===== config.mk =====
export PLATFORM = sky130hd
export DESIGN_NAME = store_align
export DESIGN_NICKNAME = d
export VERILOG_FILES = /design/src/rtl/store_align.sv
export SDC_FILE = /design/constraint.sdc
export NUM_CORES = 1
export LEC_CHECK = 0
export ABC_AREA = 0
export CAP_MARGIN = 5
export CORE_MARGIN = 2
export CORE_UTILIZATION = 33
export DETAILED_ROUTE_END_ITERATION = 8
export GPL_TIMING_DRIVEN = 0
export PLACE_DENSITY = 0.65
export REMOVE_ABC_BUFFERS = 1
export SETUP_SLACK_MARGIN = 0.1
export SLEW_MARGIN = 20
export SYNTH_ARGS = -nofsm -noshare
export SYNTH_HDL_FRONTEND = slang
export SYNTH_SLANG_ARGS = --single-unit

===== constraint.sdc =====
create_clock -name clk -period 4.15 [get_ports clk]
set_input_delay 1.0375 -clock clk [delete_from_list [all_inputs] [get_ports clk]]
set_output_delay 1.0375 -clock clk [all_outputs]
set_load 0.01 [all_outputs]

===== src/rtl/store_align.sv =====
// store_align: store-path formatter and single-transaction write sequencer for the MEM stage.
// Decodes sw/sh/sb, checks alignment, builds lane-replicated data and byte enables, then drives one acked write.
module store_align #(
    parameter int TIMEOUT = 16
) (
    input  logic        clk,
    input  logic        rst,
    input  logic        req,
    input  logic [5:0]  opcode,
    input  logic [31:0] addr,
    input  logic [31:0] din,
    input  logic        mem_ack,
    output logic [31:0] mem_addr,
    output logic [31:0] mem_wdata,
    output logic [3:0]  mem_be,
    output logic        mem_we,
    output logic        busy,
    output logic        done,
    output logic        err,
    output logic [1:0]  err_code
);

    localparam logic [5:0] OP_SB = 6'b101000;
    localparam logic [5:0] OP_SH = 6'b101001;
    localparam logic [5:0] OP_SW = 6'b101011;

    localparam logic [1:0] ERR_MISALIGN = 2'b01;
    localparam logic [1:0] ERR_ILLEGAL  = 2'b10;
    localparam logic [1:0] ERR_TIMEOUT  = 2'b11;

    // Count value seen in the last permitted WRITE cycle.
    localparam logic [7:0] LAST_CNT = 8'(TIMEOUT - 1);

    typedef enum logic {
        IDLE  = 1'b0,
        WRITE = 1'b1
    } state_t;

    state_t      state, state_n;
    logic [7:0]  cnt, cnt_n;
    logic [31:0] addr_n, wdata_n;
    logic [3:0]  be_n;
    logic        we_n, busy_n, done_n, err_n;
    logic [1:0]  code_n;

    logic        dec_legal;
    logic        dec_mis;
    logic [3:0]  dec_be;
    logic [31:0] dec_wdata;

    // Lane decode of the incoming request; only consumed in IDLE.
    always_comb begin
        dec_legal = 1'b1;
        dec_mis   = 1'b0;
        dec_be    = 4'b0000;
        dec_wdata = 32'h0;
        case (opcode)
            OP_SB: begin
                dec_be    = 4'b0001 << addr[1:0];
                dec_wdata = {4{din[7:0]}};
            end
            OP_SH: begin
                dec_mis   = addr[0];
                dec_be    = addr[1] ? 4'b1100 : 4'b0011;
                dec_wdata = {2{din[15:0]}};
            end
            OP_SW: begin
                dec_mis   = (addr[1:0] != 2'b00);
                dec_be    = 4'b1111;
                dec_wdata = din;
            end
            default: dec_legal = 1'b0;
        endcase
    end

    always_comb begin
        state_n = state;
        cnt_n   = cnt;
        addr_n  = mem_addr;
        wdata_n = mem_wdata;
        be_n    = mem_be;
        we_n    = mem_we;
        busy_n  = busy;
        done_n  = 1'b0;
        err_n   = 1'b0;
        code_n  = err_code;
        case (state)
            IDLE: begin
                if (req) begin
                    if (!dec_legal) begin
                        err_n  = 1'b1;
                        code_n = ERR_ILLEGAL;
                    end else if (dec_mis) begin
                        err_n  = 1'b1;
                        code_n = ERR_MISALIGN;
                    end else begin
                        addr_n  = {addr[31:2], 2'b00};
                        wdata_n = dec_wdata;
                        be_n    = dec_be;
                        we_n    = 1'b1;
                        busy_n  = 1'b1;
                        cnt_n   = 8'd0;
                        state_n = WRITE;
                    end
                end
            end
            WRITE: begin
                // Ack takes priority over an expiring timeout in the same cycle.
                if (mem_ack) begin
                    we_n    = 1'b0;
                    busy_n  = 1'b0;
                    done_n  = 1'b1;
                    state_n = IDLE;
                end else if (cnt == LAST_CNT) begin
                    we_n    = 1'b0;
                    busy_n  = 1'b0;
                    err_n   = 1'b1;
                    code_n  = ERR_TIMEOUT;
                    state_n = IDLE;
                end else begin
                    cnt_n = cnt + 8'd1;
                end
            end
            default: state_n = IDLE;
        endcase
    end

    always_ff @(posedge clk) begin
        if (rst) begin
            state     <= IDLE;
            cnt       <= 8'd0;
            mem_addr  <= 32'h0;
            mem_wdata <= 32'h0;
            mem_be    <= 4'b0000;
            mem_we    <= 1'b0;
            busy      <= 1'b0;
            done      <= 1'b0;
            err       <= 1'b0;
            err_code  <= 2'b00;
        end else begin
            state     <= state_n;
            cnt       <= cnt_n;
            mem_addr  <= addr_n;
            mem_wdata <= wdata_n;
            mem_be    <= be_n;
            mem_we    <= we_n;
            busy      <= busy_n;
            done      <= done_n;
            err       <= err_n;
            err_code  <= code_n;
        end
    end

endmodule


==> flow_summary.yaml <==
critical_path:
  cp_max_fo: 15
  rr_endpoint: "mem_be[0]"
  r2r_cells: 5
  crit_path_start_kind: "input pin"
  r2r_slack_ns: 1.97
  crit_type: "input pin to flip-flop"
  end_kind: "flip-flop"
  critical_path.startpoint: "opcode[1]"
  cp.buffers_inverters: 3
  arrival_ns: 3.78
  cp.required_ns: 4.39
  r2r_start: "state"
  cpMaxStageDelayCell: "clkdlybuf4s50_1"
  cp_top_family: "buffers and inverters"
  cp.depth: 6
  slowest_delay_ns: 0.97
  cp_cell_sequence: "clkdlybuf4s50_1, inv_1, o2111ai_4, buf_16, nand2_4, a311oi_1"
sta:
  final.setup_skew_ns: 0.00818
  finalHoldViolations: 0
  worst_slew_pin_slew_ns: 0.944
  slew-limit-headroom_pct: 36.9
  fin_tns_setup_ns: 0
  setup_viol: 0
  grt_setup_unrepaired: "false"
  slew_violations: 0
  fin_crit_sh_pct: 85.2
  fmax_mhz: 283
  fin_crit_ns: 3.53
global_routing:
  grt.total_usage_pct: 18.1
  grt_overflow_total: 0
  grt_pass1_wl_um: 16400
  antenna_found_initial: 0
  grt_pass1_vias: 3297
  grt_start_max_net_pins: 64
logic_synthesis:
  syn_area_sq_mm: 0.00339
  syn_inst: 417
  yosysWarnings: 0
  ys_ff_latch: 80
  synth.avg_cell_area_sq_um: 8.12
  synth_cell_types: 39
  yosysSeqAreaShare_pct: 47.3
cells_and_area:
  design_area_sq_mm: 0.00517
  nets: 617
  drive_above_1_share_pct: 6.22
  insertedDiodeCount: 0
  fillers: 943
  multi_input_area_sq_mm: 0.00164
  syn_to_final_growth_pct: 52.6
  seqCellArea_sq_mm: 0.00160
detailed_routing:
  dr_total_vias: 3378
  wl_per_cell_um: 14.7
  final_antenna_net_count: 0
  drt_wl_total_um: 9980
  via_per_inst: 4.97
  dr.pass1.iters: 4
  drt_iter0_markers: 195
  drc: 0
worst_hold_path:
  hold_depth: 2
  hold_path.class: "flip-flop to flip-flop"
  min_to: "mem_wdata[12]"
  min-delay-start: "mem_wdata[12]"
floorplan:
  start_util_pct: 34.3
  die_x_um: 105
  rows: 36
  die_h_um: 105
  core_area_sq_mm: 0.00986
  ios: 148
  die_area_sq_mm: 0.0111
clock_network:
  clock-root-buffer: "clkbuf_8"
  clkSinkCount: 80
  cts_setup_buffers: 0
  cts_hold_buf: 0
  cts-resized-gates: 0
  path_clk_slew_ns: 0.08
  htree_levels: 3
  cts_tree: "built"
  insertion_delay_ns: 0.34
  cts_buffers: 9
  cts.path.max_buffers: 2
power:
  peakVddDrop_mv: 0.165
  leakagePower_nw: 1.72
  power_density_mw_per_mm2: 289
placed_design:
  io_buffers: 145
  dp_hpwl_um: 6710
  gp_congestion: 0.786
  place_area_sq_mm: 0.00498
status:
  outcome: "completed"
flow_run:
  max_cap_viol_count: 0
[power breakdown]
| part | internal [W] | switching (W) |
|---|---|---|
| logic | 0.0000990 | 0.0000674 |
| clock network | 0.000279 | 0.000271 |
| registers | 0.000772 | 0.00000263 |
[cell families after synthesis]
group | synth area share [%]
compound gates | 22.2
fa+ha+maj | 0.369
buf+inv | 5.36
flops | 47.3
mux | 2.66
other cells | 0.111
simple gates | 22.1
[per-stage QoR]
step                      instances  total power (W)  setup slack (ns)  hold slack [ns]  util [%]
final                           680          0.00149             0.616            0.452      52.4
after global routing            680          0.00155             0.408            0.473      52.4
after floorplan                 382         0.000840            -0.277            0.459         -
after CTS                       680          0.00151             0.616            0.454      52.4
after global placement          660         0.000951             -3.51            0.439      49.1
after detailed placement        664         0.000959             0.266            0.445      50.5
[sequential cells by signal, summed over array words and instances, names as in the netlist]
signal / flops
busy: 1
cnt: 8
done: 1
err: 1
err_code: 2
mem_addr: 30
mem_be: 4
mem_wdata: 32
state: 1
[cells in the mapped netlist]
master / instances / area (sq um)
nand2_1: 116 / 435
dfxtp_1: 80 / 1600
a21oi_1: 69 / 345
nand3_1: 25 / 125
a22o_1: 24 / 210
buf_2: 16 / 80.1
clkbuf_1: 15 / 56.3
mux2_2: 8 / 90.1
nor2_1: 8 / 30.0
nor2b_1: 5 / 31.3
o21ai_0: 5 / 25.0
a311oi_1: 4 / 35.0
inv_1: 4 / 15.0
or3_1: 4 / 25.0
a41oi_1: 3 / 26.3
buf_4: 3 / 22.5
a221oi_1: 2 / 17.5
buf_1: 2 / 7.51
nand2b_1: 2 / 12.5
nand4b_1: 2 / 17.5
or4_1: 2 / 15.0
a211oi_1: 1 / 7.51
a22oi_1: 1 / 7.51
and2_1: 1 / 6.26
and2b_1: 1 / 7.51
and3_1: 1 / 6.26
and4bb_2: 1 / 12.5
conb_1: 1 / 3.75
ha_1: 1 / 12.5
nand2_4: 1 / 11.3
o2111a_1: 1 / 11.3
o2111ai_1: 1 / 8.76
o211ai_1: 1 / 7.51
o21a_1: 1 / 7.51
o21ai_4: 1 / 16.3
o221ai_1: 1 / 8.76
o311ai_1: 1 / 8.76
o31ai_1: 1 / 7.51
or4_4: 1 / 11.3
[routing by layer]
layer / global-route usage (%) / up-vias / part of all wire, %
li1: - / 1701 / -
met3: 4.21 / 14 / 5.3
met1: 22.4 / 1574 / 45
met5: 0 / - / 0
met2: 31.2 / 89 / 48
met4: 5.05 / 0 / 1.5
[layout by cell type, fill, tap and decap left out, types with 5 or more instances in the layout]
cell type | synthesis | layout
a21oi_1 | 69 | 69
o21ai_0 | 5 | 5
a22o_1 | 24 | 24
nor2_1 | 8 | 7
nand3_1 | 25 | 25
clkbuf_8 | 0 | 9
nor2b_1 | 5 | 5
nand2_1 | 116 | 116
clkdlybuf4s50_1 | 0 | 144
dfxtp_1 | 80 | 80
mux2_2 | 8 | 8
[area by class of cell]
type,instances,area share [%]
multi-input cells,298,31.7
flip-flops and latches,80,31.0
repair buffers,149,30.2
well taps,133,3.22
clock buffers,11,2.54
clock inverters,5,1.11
inverters,4,0.291
[worst max-delay path by stage]
| stage | to | slack [ns] |
|---|---|---|
| floorplan | mem_be[0] | -0.28 |
| global placement | mem_be[1] | -3.51 |
| detailed placement | cnt[3] | 0.27 |
| CTS | cnt[3] | 0.62 |
| global route | cnt[4] | 0.41 |
| finish | cnt[3] | 0.62 |
[worst register-to-register path, cell delays in order (launching register included)]
cell	delay, ns
dfxtp_1	0.42
nor2b_1	0.43
o2111ai_4	0.43
buf_16	0.31
or3_1	0.37
a21oi_1	0.14
No activity file was read; power rests on OpenSTA's default activity.
